## config.mk

```make
export PLATFORM = sky130hd
export DESIGN_NAME = serial_frame_rx
export DESIGN_NICKNAME = d
export VERILOG_FILES = /design/src/rtl/serial_link_pkg.sv /design/src/rtl/frame_deser.sv /design/src/rtl/serial_frame_rx.sv
export SDC_FILE = /design/constraint.sdc
export NUM_CORES = 1
export LEC_CHECK = 0
export ABC_CLOCK_PERIOD_IN_PS = 2800
export CAP_MARGIN = 20
export CORE_ASPECT_RATIO = 1.25
export CORE_UTILIZATION = 55
export DETAILED_ROUTE_END_ITERATION = 8
export MAX_ROUTING_LAYER = met4
export PLACE_DENSITY = 0.79
export SETUP_SLACK_MARGIN = 0.02
export SLEW_MARGIN = 20
export SYNTH_ARGS = -nofsm -noshare
export SYNTH_HDL_FRONTEND = slang
export SYNTH_SLANG_ARGS = --single-unit
```

## constraint.sdc

```tcl
create_clock -name clk -period 2.8 [get_ports clk]
set_input_delay 0.7 -clock clk [delete_from_list [all_inputs] [get_ports clk]]
set_output_delay 0.7 -clock clk [all_outputs]
set_load 0.02 [all_outputs]
```

## src/rtl/serial_link_pkg.sv

```systemverilog
// Shared definitions for the sen/sd serial link: frame geometry, receiver
// FSM states and the error-cause encoding used by both link endpoints.
package serial_link_pkg;

  typedef enum logic [1:0] {
    IDLE,
    SHIFT,
    CHECK,
    DONE
  } state_t;

  typedef enum logic [2:0] {
    ERR_NONE,
    ERR_PARITY,
    ERR_RANGE,
    ERR_SHORT,
    ERR_LONG
  } err_cause_t;

  function automatic int frame_w(input int addr_w, input int data_w, input int parity_en);
    return addr_w + data_w + ((parity_en != 0) ? 1 : 0);
  endfunction

endpackage

```

## src/rtl/frame_deser.sv

```systemverilog
// Shift register and bit counter for one sen/sd frame; flags complete,
// short and overlong frames with single-cycle pulses.
module frame_deser #(
  parameter int FRAME_W = 22
) (
  input  logic               clk,
  input  logic               rst,
  input  logic               sen,
  input  logic               sd,
  output logic               last,
  output logic               frame_vld,
  output logic [FRAME_W-1:0] frame,
  output logic               short_err,
  output logic               long_err
);

  localparam int CW = $clog2(FRAME_W + 2);

  logic [CW-1:0]      count;
  logic [FRAME_W-1:0] shreg;

  assign last = !sen && (count == CW'(FRAME_W - 1));

  // Count parks at FRAME_W+1 after the first extra bit so a long frame flags once.
  always_ff @(posedge clk) begin
    if (!rst) begin
      count     <= '0;
      frame_vld <= 1'b0;
      short_err <= 1'b0;
      long_err  <= 1'b0;
    end else begin
      frame_vld <= 1'b0;
      short_err <= 1'b0;
      long_err  <= 1'b0;
      if (sen) begin
        count     <= '0;
        short_err <= (count != '0) && (count < CW'(FRAME_W));
      end else if (count < CW'(FRAME_W)) begin
        count     <= count + 1'b1;
        frame_vld <= last;
      end else if (count == CW'(FRAME_W)) begin
        count    <= count + 1'b1;
        long_err <= 1'b1;
      end
    end
  end

  // The completed frame is held separately so the next frame can shift in.
  always_ff @(posedge clk) begin
    if (!sen && (count < CW'(FRAME_W))) begin
      shreg <= {shreg[FRAME_W-2:0], sd};
    end
    if (last) begin
      frame <= {shreg[FRAME_W-2:0], sd};
    end
  end

endmodule

```

## src/rtl/serial_frame_rx.sv

```systemverilog
// Serial address+data frame receiver: validates parity/range/length and
// writes good frames to a single-port RAM port, counting good and bad frames.
module serial_frame_rx
  import serial_link_pkg::*;
#(
  parameter int ADDR_W     = 3,
  parameter int DATA_W     = 18,
  parameter int DEPTH      = 8,
  parameter int PARITY_EN  = 1,
  parameter int NUM_FRAMES = 8,
  parameter int CNT_W      = 8
) (
  input  logic              clk,
  input  logic              rst,
  input  logic              sen,
  input  logic              sd,
  output logic              RB_RW,
  output logic [ADDR_W-1:0] RB_A,
  output logic [DATA_W-1:0] RB_D,
  output logic              done,
  output logic              frame_err,
  output logic [CNT_W-1:0]  good_cnt,
  output logic [CNT_W-1:0]  err_cnt
);

  localparam int FRAME_W = frame_w(ADDR_W, DATA_W, PARITY_EN);

  logic               last;
  logic               frame_vld;
  logic               short_err;
  logic               long_err;
  logic [FRAME_W-1:0] frame;
  logic [ADDR_W-1:0]  f_addr;
  logic [DATA_W-1:0]  f_data;
  logic               pass;
  state_t             state;
  state_t             state_next;
  err_cause_t         cause;

  function automatic logic [CNT_W-1:0] sat_inc(input logic [CNT_W-1:0] v);
    return (&v) ? v : v + 1'b1;
  endfunction

  assign f_addr = frame[FRAME_W-1 -: ADDR_W];
  assign f_data = frame[FRAME_W-1-ADDR_W -: DATA_W];
  assign done   = (state == DONE);

  frame_deser #(
    .FRAME_W(FRAME_W)
  ) u_deser (
    .clk      (clk),
    .rst      (rst),
    .sen      (sen),
    .sd       (sd),
    .last     (last),
    .frame_vld(frame_vld),
    .frame    (frame),
    .short_err(short_err),
    .long_err (long_err)
  );

  always_ff @(posedge clk) begin
    if (!rst) state <= IDLE;
    else      state <= state_next;
  end

  always_comb begin
    state_next = state;
    cause      = ERR_NONE;
    pass       = 1'b0;
    case (state)
      IDLE:    if (!sen) state_next = SHIFT;
      SHIFT:   if (last) state_next = CHECK;
               else if (sen) state_next = IDLE;
      CHECK:   state_next = IDLE;
      DONE:    state_next = DONE;
      default: state_next = IDLE;
    endcase
    if (good_cnt >= CNT_W'(NUM_FRAMES)) state_next = DONE;

    // Completed frames are still judged in DONE so frame_err keeps reporting.
    if (short_err) begin
      cause = ERR_SHORT;
    end else if (long_err) begin
      cause = ERR_LONG;
    end else if (frame_vld) begin
      if ((PARITY_EN != 0) && (^frame)) cause = ERR_PARITY;
      else if (32'(f_addr) >= 32'(DEPTH)) cause = ERR_RANGE;
      else pass = 1'b1;
    end
  end

  // RAM port and counters; writes and counting stop once DONE is reached.
  always_ff @(posedge clk) begin
    if (!rst) begin
      RB_RW     <= 1'b1;
      RB_A      <= '0;
      RB_D      <= '0;
      frame_err <= 1'b0;
      good_cnt  <= '0;
      err_cnt   <= '0;
    end else begin
      RB_RW     <= 1'b1;
      frame_err <= 1'b0;
      if (pass && (state != DONE)) begin
        RB_RW    <= 1'b0;
        RB_A     <= f_addr;
        RB_D     <= f_data;
        good_cnt <= sat_inc(good_cnt);
      end
      if (cause != ERR_NONE) begin
        frame_err <= 1'b1;
        if (state != DONE) err_cnt <= sat_inc(err_cnt);
      end
    end
  end

endmodule
```

==> flow_metrics.py, run 1 <==
metrics = {
    "setup_path": {
        "worstSetupPathDepth": 7,
        "critical_path.slowest_cell": "or4_1",
        "crit_top_cell": "xnor2_1",
        "cp-end-kind": "register",
        "r2r_end": "err_cnt[3]",
        "critPathArrivalTime_ps": 2740,
        "critical_path.top_delay_family": "XOR/XNOR gates",
        "r2r_cells": 7,
        "required_ps": 3090,
        "worst-setup-path-type": "reg2reg",
        "start_kind": "register",
        "critPathMaxFanout": 16,
        "path_buf_inv": 0,
        "max_stage_delay_ps": 520,
        "ff2ff_setup_slack_ps": 350,
        "worstReg2RegStart": "u_deser.frame[10]",
        "path_cells": "xor2_1 -> xnor2_1 -> xnor2_1 -> xnor3_1 -> o21a_1 -> or4_1 -> a21oi_1",
    },
    "yosys": {
        "synth_commonest_cells": "dfxtp_1, edfxtp_1, nor2_1",
        "ys_ff_latch": 92,
        "syn_inst": 300,
        "synth_cell_types": 38,
        "synth_area_leaders": "edfxtp_1, dfxtp_1, mux2i_1",
        "synth_top_cell_area_share_pct": 35.5,
        "synth_area_um2": 3640,
        "ys.flop_type": "dfxtp_1",
        "netlist.top_cell.by_area": "edfxtp_1",
        "synth.most_common_cell": "dfxtp_1",
        "yosysSeqAreaShare_pct": 62.5,
        "syn_avg_cell_area_um2": 12.1,
        "yosys_warnings": 0,
        "syn-num-nets": 314,
        "async_reset_ff_share_pct": 0,
        "synth_edf_count": 43,
    },
    "layout": {
        "num-fill-cells": 481,
        "syn_to_final_growth_pct": 19.7,
        "insertedDiodeCount": 0,
        "drive_above_1_share_pct": 7.32,
        "fin_cells": 440,
        "final_nets": 364,
        "regArea_um2": 2270,
        "finish.instance_area_um2": 4350,
        "multi_input_area_um2": 1270,
    },
    "sta": {
        "relSlewSlack_pct": 65.1,
        "finalSetupTns_ps": 0,
        "hold_viol": 0,
        "finalCritPeriodShare_pct": 87.4,
        "finalCriticalPeriod_ps": 2450,
        "worst_pin_slew_ps": 519,
        "finalWorstSetupSlack_ps": 352,
        "slew_viol_final": 0,
        "finClkSkew_ps": 9.87,
        "rsz0062_at_grt": "false",
        "fmax_ghz": 0.409,
        "setup_viol": 0,
    },
    "routing": {
        "first_pass_iters": 4,
        "via_per_inst": 5.23,
        "wl_per_cell_um": 14.2,
        "via_count": 2302,
        "ant_nets": 0,
        "drcViolationCount": 0,
        "drtIter0Drc": 133,
        "drt-total-wl_mm": 6.25,
    },
    "global_route": {
        "antenna_found_initial": 0,
        "busiest_layer": "met2",
        "grt_pass1_vias": 2285,
        "grt_max_degree": 23,
        "overflow": 0,
        "grt_pass1_wl_mm": 10.4,
        "grt_usage_pct": 20.7,
        "grt_util_met2_pct": 34.8,
        "globalRouteMet3Util_pct": 4.24,
        "gr-usage-met1_pct": 24.3,
    },
    "hold_path": {
        "hold_start": "u_deser.shreg[20]",
        "hold_depth": 0,
        "min_to": "u_deser.frame[21]",
        "min_path_type": "reg2reg",
    },
    "placed_design": {
        "dp_cells": 424,
        "post-dp-hpwl_mm": 4.27,
        "placed_area_um2": 4180,
        "numPortBuffers": 43,
        "place.gp.congestion": 0.729,
        "place_ws_ps": 367,
    },
    "cts": {
        "post_cts.resized_instances": 0,
        "numClockSinks": 92,
        "cts_hold_buffers": 0,
        "cts_buffers": 9,
        "clk_latency_ps": 350,
        "cts_buffer_depth": 2,
        "root_buffer": "clkbuf_8",
        "cts_setup_buffers": 0,
        "clkTransAtPathRegs_ps": 90,
        "cts_tree": "yes",
        "htree_levels": 3,
    },
    "floorplan": {
        "die_x_um": 74.7,
        "die_area_um2": 6940,
        "die_y_um": 92.9,
        "start_util_pct": 57.9,
        "coreArea_um2": 6290,
        "io_pins": 44,
        "rows": 32,
    },
    "outcome": {
        "outcome": "finished clean",
    },
    "pwr": {
        "ir_drop_mv": 0.422,
        "power.density_nw_per_um2": 525,
        "total_power_mw": 2.29,
        "p_leak_nw": 1.65,
    },
    "flow_run": {
        "maxCapViolations": 0,
    },
}
kinds of logic (layout without fill, tap and decap cells):
| logic type | after synthesis | after routing | share of synthesized area [%] |
|---|---|---|---|
| adder cells (fa/ha/maj) | 10 | 10 | 3.44 |
| flip-flops | 92 | 92 | 62.5 |
| multiplexers | 25 | 25 | 6.88 |
| XOR/XNOR | 23 | 23 | 5.92 |
| AO/OA/AOI/OAI | 36 | 36 | 6.26 |
| buffers and inverters | 23 | 78 | 2.48 |
| AND/OR/NAND/NOR | 91 | 91 | 12.6 |
cell usage in the layout, fill, tap and decap left out, types with 3 or more instances in the layout:
cell and n:
dfxtp_1 49, clkdlybuf4s50_1 43, edfxtp_1 43, nor2_1 35, mux2i_1 25, xnor2_1 17
a21oi_1 14, nand2_1 14, inv_1 11, ha_1 10, or4_1 9, clkbuf_8 9
nand3_1 7, o31ai_1 7, buf_4 7, xor2_1 5, o21ai_0 5, and3_1 4
nor3_1 4, nor2b_1 3, nand2b_1 3, o21a_1 3, clkinv_2 3
sequential cells by signal, indices dropped and copies added (netlist names):
signal,cells
RB_RW,1
RB_D,18
frame_err,1
u_deser.frame,22
u_deser.long_err,1
RB_A,3
u_deser.count,5
state,2
good_cnt,8
u_deser.frame_vld,1
err_cnt,8
u_deser.shreg,21
u_deser.short_err,1
layer usage:
| layer | wire length [um] | vias up |
|---|---|---|
| met5 | 0 | - |
| met4 | 70 | 0 |
| met3 | 170 | 6 |
| met2 | 3290 | 40 |
| met1 | 2710 | 1093 |
| li1 | - | 1163 |
worst max path at each step:
| stage | slack, ps | from | endpoint |
|---|---|---|---|
| finish | 350 | u_deser.frame[10] | err_cnt[3] |
| global route | 200 | u_deser.frame[21] | err_cnt[7] |
| CTS | 340 | u_deser.frame[10] | err_cnt[3] |
| detailed placement | 370 | u_deser.frame[10] | err_cnt[3] |
| global placement | 410 | u_deser.frame[10] | err_cnt[7] |
| floorplan | 630 | u_deser.frame[10] | err_cnt[6] |
area by class of cell:
class / count / area share (%)
Sequential cell: 92 / 52.2
Multi-Input combinational cell: 185 / 29.3
Timing Repair Buffer: 50 / 11.1
Clock buffer: 9 / 2.84
Tap cell: 85 / 2.44
Clock inverter: 7 / 1.12
Inverter: 12 / 1.03
where the power goes:
part           internal, mW  switching (mW)
Combinational        0.0231          0.0352
Sequential             1.43          0.0141
Clock                 0.326           0.461
Total                  1.78           0.510
metrics by stage:
| step | hold WS, ps | util, % |
|---|---|---|
| after floorplan | 400 | - |
| after global placement | 402 | 66.5 |
| after detailed placement | 421 | 66.5 |
| after CTS | 442 | 69.3 |
| after global routing | 445 | 69.3 |
| final | 446 | 69.3 |
Note: power is estimated with default switching activity, not from simulation.
==> run 2, diff against run 1 <==
--- a/config.mk
+++ b/config.mk
@@ -8,10 +8,9 @@
 export ABC_CLOCK_PERIOD_IN_PS = 2800
 export CAP_MARGIN = 20
 export CORE_ASPECT_RATIO = 1.25
-export CORE_UTILIZATION = 55
+export CORE_UTILIZATION = 25
 export DETAILED_ROUTE_END_ITERATION = 8
 export MAX_ROUTING_LAYER = met4
-export PLACE_DENSITY = 0.79
 export SETUP_SLACK_MARGIN = 0.02
 export SLEW_MARGIN = 20
 export SYNTH_ARGS = -nofsm -noshare
==> flow_metrics.py, run 2 (synthesized netlist as in run 1, its figures left out) <==
metrics = {
    "outcome": {
        "outcome": "finished clean",
    },
    "routing": {
        "wl_per_cell_um": 13.5,
        "via_count": 2319,
        "ant_nets": 0,
        "drt-total-wl_mm": 7.12,
        "drtIter0Drc": 120,
        "drcViolationCount": 0,
        "via_per_inst": 4.38,
        "first_pass_iters": 4,
    },
    "layout": {
        "final_nets": 363,
        "syn_to_final_growth_pct": 27.1,
        "final_cell_mix": "dfxtp_1, clkdlybuf4s50_1, edfxtp_1, nor2_1, mux2i_1",
        "layout_commonest_cell": "dfxtp_1",
        "drive_above_1_share_pct": 7.63,
        "largest_reg_flops": 22,
        "insertedDiodeCount": 0,
        "top_regs": "u_deser.frame x22, u_deser.shreg x21, RB_D x18",
        "regMostFlops": "u_deser.frame",
        "finish.instance_area_um2": 4620,
    },
    "setup_path": {
        "max_stage_delay_ps": 520,
        "r2r_cells": 7,
        "critPathMaxFanout": 16,
        "required_ps": 3070,
        "cp-end-kind": "register",
        "critPathArrivalTime_ps": 2740,
        "crit_top_cell": "xnor2_1",
        "path_cells": "xor2_1 -> xnor2_1 -> xnor2_1 -> xnor3_1 -> o21a_1 -> or4_1 -> a21oi_1",
        "start_kind": "register",
        "worst-setup-path-type": "reg2reg",
        "worstSetupPathDepth": 7,
        "critical_path.top_delay_family": "XOR/XNOR gates",
        "critical_path.slowest_cell": "or4_1",
        "ff2ff_setup_slack_ps": 330,
        "path_buf_inv": 0,
    },
    "cts": {
        "cts_tree": "yes",
        "clk_latency_ps": 340,
        "cts_buffer_depth": 2,
        "cts_hold_buffers": 0,
        "cts_buffers": 9,
        "htree_levels": 3,
        "clkTransAtPathRegs_ps": 70,
        "cts_setup_buffers": 0,
        "root_buffer": "clkbuf_16",
        "post_cts.resized_instances": 0,
        "numClockSinks": 92,
    },
    "floorplan": {
        "start_util_pct": 26.0,
        "die_y_um": 137,
        "coreArea_um2": 14000,
        "die_x_um": 110,
        "die_area_um2": 15000,
        "rows": 48,
        "io_pins": 44,
    },
    "sta": {
        "relSlewSlack_pct": 63.1,
        "fmax_ghz": 0.405,
        "slew_viol_final": 0,
        "setup_viol": 0,
        "hold_viol": 0,
        "rsz0062_at_grt": "false",
        "finClkSkew_ps": 7.93,
        "worst_pin_slew_ps": 548,
        "finalCritPeriodShare_pct": 88.2,
        "finalCriticalPeriod_ps": 2470,
        "finalSetupTns_ps": 0,
    },
    "placed_design": {
        "placed_area_um2": 4300,
        "post-dp-hpwl_mm": 4.78,
        "place.gp.congestion": 0.794,
        "numPortBuffers": 43,
    },
    "global_route": {
        "gr-usage-met1_pct": 11.1,
        "grt_util_met2_pct": 17.9,
        "globalRouteMet3Util_pct": 3.00,
        "busiest_layer": "met2",
        "grt_max_degree": 37,
        "antenna_found_initial": 0,
        "grt_usage_pct": 10.5,
        "grt_pass1_wl_mm": 11.5,
        "overflow": 0,
        "grt_pass1_vias": 2344,
    },
    "flow_run": {
        "maxCapViolations": 0,
    },
    "pwr": {
        "ir_drop_mv": 0.380,
        "p_leak_nw": 1.72,
        "power.density_nw_per_um2": 601,
    },
    "hold_path": {
        "min_path_type": "reg2reg",
        "hold_depth": 0,
    },
}
==> run 2: changes by cell type in the layout (fill, tap and decap cells not counted), moves of 2 or more <==
cell,before,now
buf_4,7,5
clkbuf_16,0,9
clkbuf_8,9,0
clkinv_2,3,0
nor2_1,35,33
nor2_2,0,2
==> run 2: metal layers <==
layer / share of wire [%] / wire length, um
met1: 43 / 3080
met2: 51 / 3630
met3: 3.9 / 276
met4: 1.8 / 129
met5: 0 / 0
==> run 2: metrics by stage <==
stage | hold slack (ps) | worst slack [ps] | util, % | cells | power (mW)
global route | 455 | 179 | 33.0 | 529 | 2.87
detailed placement | 429 | 347 | 30.8 | 513 | 1.54
floorplan | 400 | 626 | - | 300 | 1.51
finish | 443 | 330 | 33.0 | 529 | 2.78
global placement | 430 | 400 | 30.8 | 513 | 1.53
CTS | 443 | 316 | 33.0 | 529 | 2.82
==> run 2: worst paths after layout <==
kind / from / end
max: u_deser.frame[19] / err_cnt[7]
min: u_deser.shreg[1] / u_deser.frame[2]
max reg2reg: u_deser.frame[19] / err_cnt[7]
min reg2reg: u_deser.shreg[1] / u_deser.frame[2]
==> run 2: area by class of cell <==
| class | count | area [um^2] |
|---|---|---|
| Timing Repair Buffer | 49 | 488 |
| Multi-Input combinational cell | 185 | 1280 |
| Clock inverter | 7 | 92.6 |
| Tap cell | 175 | 219 |
| Sequential cell | 92 | 2270 |
| Inverter | 12 | 45.0 |
| Fill cell | 1396 | 9370 |
| Clock buffer | 9 | 225 |
==> run 2: power breakdown <==
group	leakage, nW	internal [mW]	total (mW)	switching (mW)
clock	0.156	0.717	1.27	0.556
combinational	0.764	0.0233	0.0603	0.0370
sequential	0.798	1.43	1.44	0.0150
total	1.72	2.17	2.78	0.608
==> run 3, diff against run 2 <==
--- a/config.mk
+++ b/config.mk
@@ -5,14 +5,14 @@
 export SDC_FILE = /design/constraint.sdc
 export NUM_CORES = 1
 export LEC_CHECK = 0
-export ABC_CLOCK_PERIOD_IN_PS = 2800
+export ABC_CLOCK_PERIOD_IN_PS = 2000
 export CAP_MARGIN = 20
 export CORE_ASPECT_RATIO = 1.25
 export CORE_UTILIZATION = 25
 export DETAILED_ROUTE_END_ITERATION = 8
 export MAX_ROUTING_LAYER = met4
 export SETUP_SLACK_MARGIN = 0.02
-export SLEW_MARGIN = 20
+export SLEW_MARGIN = 30
 export SYNTH_ARGS = -nofsm -noshare
 export SYNTH_HDL_FRONTEND = slang
 export SYNTH_SLANG_ARGS = --single-unit
==> constraint.sdc (replaced) <==
create_clock -name clk -period 2 [get_ports clk]
set_input_delay 0.5 -clock clk [delete_from_list [all_inputs] [get_ports clk]]
set_output_delay 0.5 -clock clk [all_outputs]
set_load 0.02 [all_outputs]
==> flow_metrics.py, run 3 (synthesized netlist as in run 1, its figures left out) <==
metrics = {
    "outcome": {
        "outcome": "finished, violations left",
        "violations": "setup timing",
    },
    "layout": {
        "num-fill-cells": 1374,
        "insertedDiodeCount": 0,
        "largest_reg_flops": 22,
        "multi_input_area_um2": 1390,
        "drive_above_1_share_pct": 19.3,
        "layout_commonest_cell": "dfxtp_1",
        "fin_cells": 559,
        "post-route-util_pct": 36.0,
        "final_nets": 393,
        "finish.instance_area_um2": 5030,
        "top_regs": "u_deser.frame x22, u_deser.shreg x21, RB_D x18",
        "syn_to_final_growth_pct": 38.3,
        "regMostFlops": "u_deser.frame",
        "final_cell_mix": "dfxtp_1, edfxtp_1, clkdlybuf4s50_1, nor2_1, buf_4",
        "regArea_um2": 2270,
    },
    "global_route": {
        "overflow": 0,
        "grt_usage_pct": 11.2,
        "antenna_found_initial": 0,
        "grt_pass1_vias": 2495,
        "grt_max_degree": 25,
        "grt_pass1_wl_mm": 12.2,
    },
    "sta": {
        "hold_viol": 0,
        "relSlewSlack_pct": 60.1,
        "finClkSkew_ps": 6.28,
        "finalSetupTns_ps": -12900,
        "fmax_ghz": 0.414,
        "worst_pin_slew_ps": 593,
        "rsz0062_at_grt": "true",
        "finalCritPeriodShare_pct": 121,
        "finalWorstSetupSlack_ps": -418,
        "whs_ps": 438,
        "slew_viol_final": 0,
        "finalCriticalPeriod_ps": 2420,
        "setup_viol": 38,
    },
    "pwr": {
        "p_leak_nw": 2.00,
        "power.density_nw_per_um2": 741,
        "ir_drop_mv": 0.364,
        "total_power_mw": 3.73,
    },
    "floorplan": {
        "die_y_um": 137,
        "coreArea_um2": 14000,
        "start_util_pct": 26.0,
        "rows": 48,
        "die_area_um2": 15000,
        "die_x_um": 110,
        "io_pins": 44,
    },
    "cts": {
        "cts_hold_buffers": 0,
        "cts_buffers": 9,
        "clkTransAtPathRegs_ps": 70,
        "cts_buffer_depth": 2,
        "numClockSinks": 92,
        "htree_levels": 3,
        "root_buffer": "clkbuf_16",
        "cts_tree": "yes",
        "clk_latency_ps": 340,
    },
    "setup_path": {
        "max_stage_delay_ps": 440,
        "start_kind": "register",
        "cp-end-kind": "register",
        "path_buf_inv": 2,
        "ff2ff_setup_slack_ps": -420,
        "critPathArrivalTime_ps": 2640,
        "critical_path.slowest_cell": "edfxtp_1",
        "critical_path.top_delay_family": "XOR/XNOR gates",
        "critPathMaxFanout": 8,
        "worst-setup-path-type": "reg2reg",
        "path_cells": "xor2_2 -> xnor2_2 -> xnor2_1 -> xnor3_2 -> nand4b_1 -> buf_6 -> buf_4 -> o41ai_2 -> a21oi_2",
        "r2r_cells": 9,
        "worstSetupPathDepth": 9,
        "required_ps": 2220,
    },
    "routing": {
        "first_pass_iters": 4,
        "drt-total-wl_mm": 7.73,
        "met2_length_mm": 3.74,
        "highest_layer": "met4",
        "via_count": 2495,
        "drcViolationCount": 0,
        "dr_wl_met3_um": 287,
        "drtIter0Drc": 129,
        "via_per_inst": 4.46,
        "wl_per_cell_um": 13.8,
        "drt-met1-wl_mm": 3.56,
        "ant_nets": 0,
    },
    "placed_design": {
        "post-dp-hpwl_mm": 5.04,
        "dp_cells": 533,
        "place.gp.congestion": 0.778,
        "place_ws_ps": -427,
        "numPortBuffers": 43,
        "placed_area_um2": 4470,
    },
    "hold_path": {
        "min_path_type": "reg2reg",
        "hold_depth": 0,
    },
    "flow_run": {
        "maxCapViolations": 0,
    },
}
-- run 3: per-layer routing --
metal	GRT usage (%)	vias to the layer above
met4	5.11	0
met2	17.8	42
met5	-	-
li1	-	1227
met3	2.62	11
met1	13.3	1215
-- run 3: cell type report --
class | instances | share of cell area, %
clock buffer | 9 | 4.48
clock inverter | 7 | 1.19
inverter | 12 | 0.895
multi-input combinational | 185 | 27.7
sequential | 92 | 45.2
tap | 175 | 4.35
timing repair buffer | 79 | 16.3
-- run 3: power breakdown --
part	internal, mW	switching (mW)
Combinational	0.0395	0.0536
Sequential	2.00	0.0209
Clock	0.860	0.754
Total	2.90	0.829
-- run 3: worst paths after layout --
kind | start | endpoint
worst min register to register | u_deser.shreg[20] | u_deser.frame[21]
worst min-delay path | u_deser.shreg[20] | u_deser.frame[21]
worst max-delay path | u_deser.frame[11] | good_cnt[7]
worst max register to register | u_deser.frame[11] | good_cnt[7]
-- run 3: what timing repair did --
item,4_1_cts,5_1_grt
setup endpoints to repair,39,43
pin swaps,4,10
gates cloned,2,1
hold endpoints to repair,0,0
gates resized for setup,15,19
setup buffers,5,2
-- run 3: worst reg2reg max path: cells and delay by family, from the launching register on --
| kind | cells | cell delay [ps] |
|---|---|---|
| xor gates and xnor gates | 4 | 940 |
| AOI/OAI and AO/OA | 2 | 500 |
| DFF | 1 | 440 |
| buffers and inverters | 2 | 310 |
| and+or+nand+nor | 1 | 110 |
